--- src/rtl/wb_arbiter.sv ---
// Register-file write-port arbiter: the pipeline write-back has fixed priority,
// LLU results queue in a small FIFO and drain on idle cycles or forced stalls.
module wb_arbiter #(
   parameter int XLEN       = 32,
   parameter int FIFO_DEPTH = 2,
   parameter int STARVE_MAX = 4
) (
   input  logic                          clk,
   input  logic                          rstn,
   input  logic                          pipe_wen_i,
   input  logic [4:0]                    pipe_rd_addr_i,
   input  logic [XLEN-1:0]               pipe_rd_data_i,
   input  logic                          pipe_instret_i,
   input  logic                          llu_valid_i,
   output logic                          llu_ready_o,
   input  logic [4:0]                    llu_rd_addr_i,
   input  logic [XLEN-1:0]               llu_rd_data_i,
   output logic                          stall_o,
   output logic                          regs_wen_o,
   output logic [4:0]                    rd_addr_o,
   output logic [XLEN-1:0]               rd_data_o,
   output logic [1:0]                    instret_cnt_o,
   output logic [$clog2(FIFO_DEPTH):0]   fifo_cnt_o
);

   localparam int PW = $clog2(FIFO_DEPTH);
   localparam int CW = PW + 1;
   localparam int SW = $clog2(STARVE_MAX + 1);

   logic [XLEN-1:0] data_mem [FIFO_DEPTH];
   logic [4:0]      addr_mem [FIFO_DEPTH];
   logic [PW-1:0]   rptr;
   logic [PW-1:0]   wptr;
   logic [CW-1:0]   count;
   logic [SW-1:0]   starve;
   logic            stall_q;

   logic            full;
   logic            empty;
   logic            push;
   logic            pop;
   logic            pipe_win;
   logic            starve_inc;
   logic            stall_d;
   logic [4:0]      head_addr;
   logic [XLEN-1:0] head_data;

   assign full      = (count == CW'(FIFO_DEPTH));
   assign empty     = (count == '0);
   assign head_addr = addr_mem[rptr];
   assign head_data = data_mem[rptr];

   // Stalled cycles ignore the pipeline entirely; the FIFO head takes the port.
   always_comb begin
      llu_ready_o   = 1'b0;
      push          = 1'b0;
      pop           = 1'b0;
      pipe_win      = 1'b0;
      starve_inc    = 1'b0;
      stall_d       = 1'b0;
      regs_wen_o    = 1'b0;
      rd_addr_o     = '0;
      rd_data_o     = '0;
      instret_cnt_o = '0;
      stall_o       = 1'b0;
      fifo_cnt_o    = '0;
      if (rstn) begin
         llu_ready_o = !full;
         push        = llu_valid_i && !full;
         pipe_win    = !stall_q && pipe_wen_i;
         pop         = !pipe_win && !empty;
         starve_inc  = pipe_win && !empty;
         stall_d     = starve_inc && (starve == SW'(STARVE_MAX - 1));
         stall_o     = stall_q;
         fifo_cnt_o  = count;
         if (pipe_win) begin
            regs_wen_o = (pipe_rd_addr_i != 5'd0);
            rd_addr_o  = pipe_rd_addr_i;
            rd_data_o  = pipe_rd_data_i;
         end else if (pop) begin
            regs_wen_o = (head_addr != 5'd0);
            rd_addr_o  = head_addr;
            rd_data_o  = head_data;
         end
         instret_cnt_o = {1'b0, pipe_instret_i && !stall_q} + {1'b0, pop};
      end
   end

   always_ff @(posedge clk) begin
      if (!rstn) begin
         rptr    <= '0;
         wptr    <= '0;
         count   <= '0;
         starve  <= '0;
         stall_q <= 1'b0;
      end else begin
         if (push) begin
            wptr <= wptr + 1'b1;
         end
         if (pop) begin
            rptr <= rptr + 1'b1;
         end
         if (push && !pop) begin
            count <= count + 1'b1;
         end else if (pop && !push) begin
            count <= count - 1'b1;
         end
         if (pop || empty) begin
            starve <= '0;
         end else if (starve_inc && (starve != SW'(STARVE_MAX))) begin
            starve <= starve + 1'b1;
         end
         stall_q <= stall_d;
      end
   end

   // Storage needs no reset: entries are only ever read after being pushed.
   always_ff @(posedge clk) begin
      if (push) begin
         data_mem[wptr] <= llu_rd_data_i;
         addr_mem[wptr] <= llu_rd_addr_i;
      end
   end

endmodule

--- config.mk ---
export PLATFORM = sky130hd
export DESIGN_NAME = wb_arbiter
export DESIGN_NICKNAME = d
export VERILOG_FILES = /design/src/rtl/wb_arbiter.sv
export SDC_FILE = /design/constraint.sdc
export NUM_CORES = 1
export LEC_CHECK = 0
export BUFFER_PORTS_ARGS = -buffer_cell sky130_fd_sc_hd__buf_2
export CAP_MARGIN = 5
export CORE_MARGIN = 2
export CORE_UTILIZATION = 45
export CTS_CLUSTER_DIAMETER = 30
export CTS_CLUSTER_SIZE = 10
export DETAILED_ROUTE_END_ITERATION = 8
export MAX_ROUTING_LAYER = met4
export PLACE_DENSITY = 0.76
export SYNTH_ARGS = -nofsm -noshare
export SYNTH_HDL_FRONTEND = slang
export SYNTH_SLANG_ARGS = --single-unit
--- constraint.sdc ---
create_clock -name clk -period 2.7 [get_ports clk]
set_input_delay 0.405 -clock clk [delete_from_list [all_inputs] [get_ports clk]]
set_output_delay 0.405 -clock clk [all_outputs]
set_load 0.03 [all_outputs]
After elaboration in Yosys (flattened, before gate mapping)
Memory sizes are Yosys's and may differ from the RTL's. A register that Yosys moved wholly into a read port is not among the register bits.
Index checks and enable logic that the tools add are counted.

storage, ports and cells
  register bits after elaboration = 8
  memory bits (writable) = 74
  input bits = 79
  output and inout bits = 44
  word-level logic and storage cells = 62
  memories kept = 2

operators by class
  add/sub/neg operators = 6
  equality and inequality tests = 3
  muxes and demuxes = 24
  bitwise operators = 1
  reductions and logical operators = 21

memories
  memory    words  width  read ports  clocked after Yosys merged registers in  write ports  line  text
  data_mem  2      32     1           1                                        1            30    logic [XLEN-1:0] data_mem [FIFO_DEPTH];
  addr_mem  2      5      1           1                                        1            31    logic [4:0] addr_mem [FIFO_DEPTH];

operators with widths
  operator                                                             number
  32-bit two-way mux                                                   3
  5-bit two-way mux                                                    3
  1-bit two-way mux                                                    14
  5-bit nonzero test                                                   2
  1-bit logical AND                                                    9
  2-bit two-way mux                                                    4
  1-bit zero test                                                      6
  3-bit by 1-bit adder with 3-bit output (second input constant)       1
  3-bit by 2-bit == test with 1-bit output (second input constant)     1
  3-bit inequality test (second input constant)                        1
  1-bit adder (second input constant)                                  2
  1-bit by 1-bit adder with 2-bit output                               1
  2-bit by 1-bit adder with 2-bit output (second input constant)       1
  2-bit == test (second input constant)                                1
  2-bit zero test                                                      1
  2-bit nonzero test                                                   1
  2-bit OR reduction                                                   1
  2-bit by 1-bit subtractor with 2-bit output (second input constant)  1
  1-bit logical OR                                                     1
  1-bit inverter                                                       1

Logic depth before layout (Yosys ltp)
  depth in word-level cells = 8
  mapped depth = 8
  mapped depth without buffers = 7

Least setup slack after synthesis
OpenSTA, ideal clock, no wires.

  path type = input to register
  start = input port rstn
  end = memory addr_mem[1][0] (enable)
  library setup time = 0.431 ns
  arrival = 2.311 ns
  required time = 2.269 ns
  slack = -0.042 ns
  stages on the path = 3
  path buffers = 1
  cells stage by stage = clkbuf_1 nand3_1 nor2_1

between the ends
  word-level cells in the longest chain between the ends = 3

RTL lines
  what                                     line  text
  from (decl)                              9     input logic rstn,
  1-bit two-way mux                        67    if (rstn) begin
  1-bit two-way mux                        119   if (push) begin
  1-bit two-way mux (not written as such)  121   addr_mem[wptr] <= llu_rd_addr_i;
  to (decl)                                31

No other way between the ends.

==> impl_metrics.yaml <==
run_status:
  outcome: "finished clean"
setup_path:
  reg2reg_depth: 5
  worstPathArrival_ps: 2090
  r2r_setup_slack_ps: 570
  cp_cell_sequence: "buf_4 -> mux2i_1 -> o21ai_1 -> buf_2"
  critPathMaxFanout: 20
  crit_path_top_delay_cell: "dfxtp_2"
  cp-start-kind: "flip-flop"
  timing.rr.start: "count[1]$_SDFFE_PN0P_"
  worstReg2RegEnd: "count[1]$_SDFFE_PN0P_"
  required_ps: 2300
  worst_path_largest_cell_delay_ps: 700
  path_class: "flip-flop to primary output"
  cp-end-kind: "primary output"
pwr:
  cellLeakagePower_nw: 1.746
  vdd_drop_max_mv: 0.3703
  switching_share: 0.2749
  pwr_density_cell_nw_per_um2: 646.6
  internal_power_w: 0.002083
  clkPwrFrac: 0.282
  p_seq_frac: 0.531
  p_comb_frac: 0.187
  finalPower_w: 0.002872
  power.switching_w: 0.0007894
cts:
  clock_path_buffers: 2
  cts_tree: "yes"
  clock-sinks: 83
  cts_buffers: 9
  post_cts_buffers: 0
  clockRootBuffer: "clkbuf_8"
  clk_pin_slew_ps: 70
  clock_latency_ps: 350
  ctsResizeCount: 0
  cts_htree_levels: 3
  cts_hold_buf: 0
min_path:
  worstHoldEndpoint: "data_mem[0][5]$_DFFE_PP_"
  hp-start: "llu_rd_data_i[5]"
  holdPathStages: 1
  hold_class: "primary input to flip-flop"
die:
  start_util: 0.4631
  coreArea_um2: 7687
  rows: 32
  ios: 123
  die_h_um: 92.94
  die_x_um: 92.94
  die_area_um2: 8638
logic_synthesis:
  synth_top_cell_by_area: "edfxtp_1"
  async_flop_share: 0
  ys.flop_type: "edfxtp_1"
  synth-simple-area-share: 0.08893
  syn_area_um2: 3560
  ys_ff_latch: 83
  netlist_top_cells_area: "edfxtp_1 (62%), mux2i_1 (10%), dfxtp_1 (5.1%)"
  syn_inst: 268
  synth_nets: 352
  synth_top_family_by_area: "multiplexers"
  synth_adder_area_share: 0.01757
  avgSynthCellArea_um2: 13.28
  synth.mux.area_fraction: 0.1040
  synthXorXnorAreaFrac: 0.007381
  synth.distinct_cells: 32
  yosys_warnings: 0
  yosysSeqAreaShare: 0.6749
  yosysTopAreaCellShare: 0.6243
  synth_compound_area_frac: 0.07698
  synth_edf_count: 74
routing:
  viasPerCell: 4.938
  vias: 2454
  drtAntennaViolNets: 0
  drtIter0Drc: 100
  drc_errors: 0
  wire_per_inst_um: 14.15
  first_pass_iters: 4
  routed_wl_um: 7034
sta:
  hold_viol: 0
  drv_slew: 0
  rsz0062_at_grt: "no"
  setup_tns_ps: 0
  clock_skew_ps: 5.413
  period_needed_ps: 2490
  max_freq_ghz: 0.4016
  worst_pin_slew_ps: 642.0
  period_share: 0.9223
  setup_viol: 0
  slew_headroom: 0.5705
finish:
  multi_input_area_um2: 1057
  register_area_um2: 2404
  nNetsFinal: 476
  syn2layout_area_growth_pct: 24.78
  post-route-util: 0.5778
  layout-drive-gt1-share: 0.3595
  antenna_cells: 0
  fill_cells: 663
global_routing:
  grt_pass1_wl_um: 10760
  grt_pass1_vias: 2330
  grt_usage: 0.1722
  antenna_found_initial: 0
  grt-ovfl-total: 0
  grt_start_max_net_pins: 38
place:
  dpl.hpwl_um: 4890
  gp_congestion: 0.7336
  portBuffers: 122
flow_run:
  cap_viol_max_count: 0
## power groups by stage
stage | Combinational, W | Sequential (W) | Clock [W]
finish | 0.000537 | 0.00152 | 0.000811
global route | 0.000583 | 0.00153 | 0.000886
CTS | 0.000544 | 0.00153 | 0.000830
detailed placement | 0.000542 | 0.00156 | 0
global placement | 0.000530 | 0.00155 | 0
floorplan | 0.000404 | 0.00152 | 0
## per-layer routing
layer | wire length (um) | share of wire | global-route usage | up-vias
li1 | - | - | - | 1227
met1 | 2803 | 0.40 | 0.1833 | 1135
met2 | 3722 | 0.53 | 0.3050 | 83
met3 | 393 | 0.056 | 0.04231 | 9
met4 | 114 | 0.016 | 0.07353 | 0
met5 | 0 | 0 | - | -
## registers in the layout, summed over array words and instances, names as in the netlist, named ones only
register and count:
data_mem 64, addr_mem 10, starve 3, count 2, rptr 1, stall_q 1
wptr 1
## Yosys cell counts (2+ instances only)
library cell  count
a21oi_1           7
and2_1            6
buf_2             8
buf_4             3
dfxtp_1           9
edfxtp_1         74
ha_1              5
inv_1             8
mux2i_1          37
nand2_1          39
nand2b_1          2
nand3_1           2
nor2_1            6
nor2b_1           2
nor3_1            2
o21ai_0          19
o21ai_1          20
or3_1             3
or4_1             2
xor2_1            2
## layout make-up
cell class,count,area share
clock buffer,9,0.02789
clock inverter,5,0.01042
inverter,8,0.006761
multi-input combinational,164,0.2380
sequential,83,0.5411
tap,102,0.02873
timing repair buffer,126,0.1470
## placed cells by master, fill, tap and decap left out, types with 2 or more instances in the layout
cell type    n
a21oi_1      7
nor2b_1      2
edfxtp_1    74
buf_4        3
ha_1         5
xor2_1       2
clkinv_1     3
dfxtp_1      8
buf_2      122
o21ai_1     20
and2_1       6
o21ai_0     19
or4_1        2
inv_1        8
nor2_1       5
nor3_1       2
nand3_1      2
clkbuf_8     9
mux2i_1     37
or3_1        3
nand2b_1     2
nand2_1     39
## critical path, delay by kind of cell (launching register included)
kind	cells	cell delay, ps
buffers and inverters	2	640
muxes	1	300
AOI/OAI and AO/OA	1	80
DFF	1	700
## how the worst max path moves through the flow
stage	to	slack (ps)	depth (start not counted)
5_1_grt	rd_data_o[2]	5	4
4_1_cts	rd_addr_o[0]	160	4
2_1_floorplan	addr_mem[1][0]$_DFFE_PP_	560	3
3_5_place_dp	count[1]$_SDFFE_PN0P_	430	6
6_report	rd_addr_o[0]	210	4
3_3_place_gp	count[1]$_SDFFE_PN0P_	510	6
## through the flow
| stage | worst slack, ps | std cells | area (um2) | hold slack [ps] |
|---|---|---|---|---|
| 2_1_floorplan | 558.9 | 268 | 3562 | 456.7 |
| 3_3_place_gp | 508.3 | 483 | 4272 | 469.1 |
| 3_5_place_dp | 429.1 | 483 | 4272 | 483.5 |
| 4_1_cts | 158.3 | 497 | 4442 | 219.2 |
| 5_1_grt | 5.193 | 497 | 4442 | 215.6 |
| 6_report | 209.7 | 497 | 4442 | 235.5 |
## kinds of logic after synthesis
logic type                 count (synthesis)
AOI/OAI and AO/OA                         51
buffers and inverters                     21
xor gates and xnor gates                   3
DFF                                       83
adders and majority gates                  5
and+or+nand+nor                           68
muxes                                     37
No activity file was read; power rests on OpenSTA's default activity.
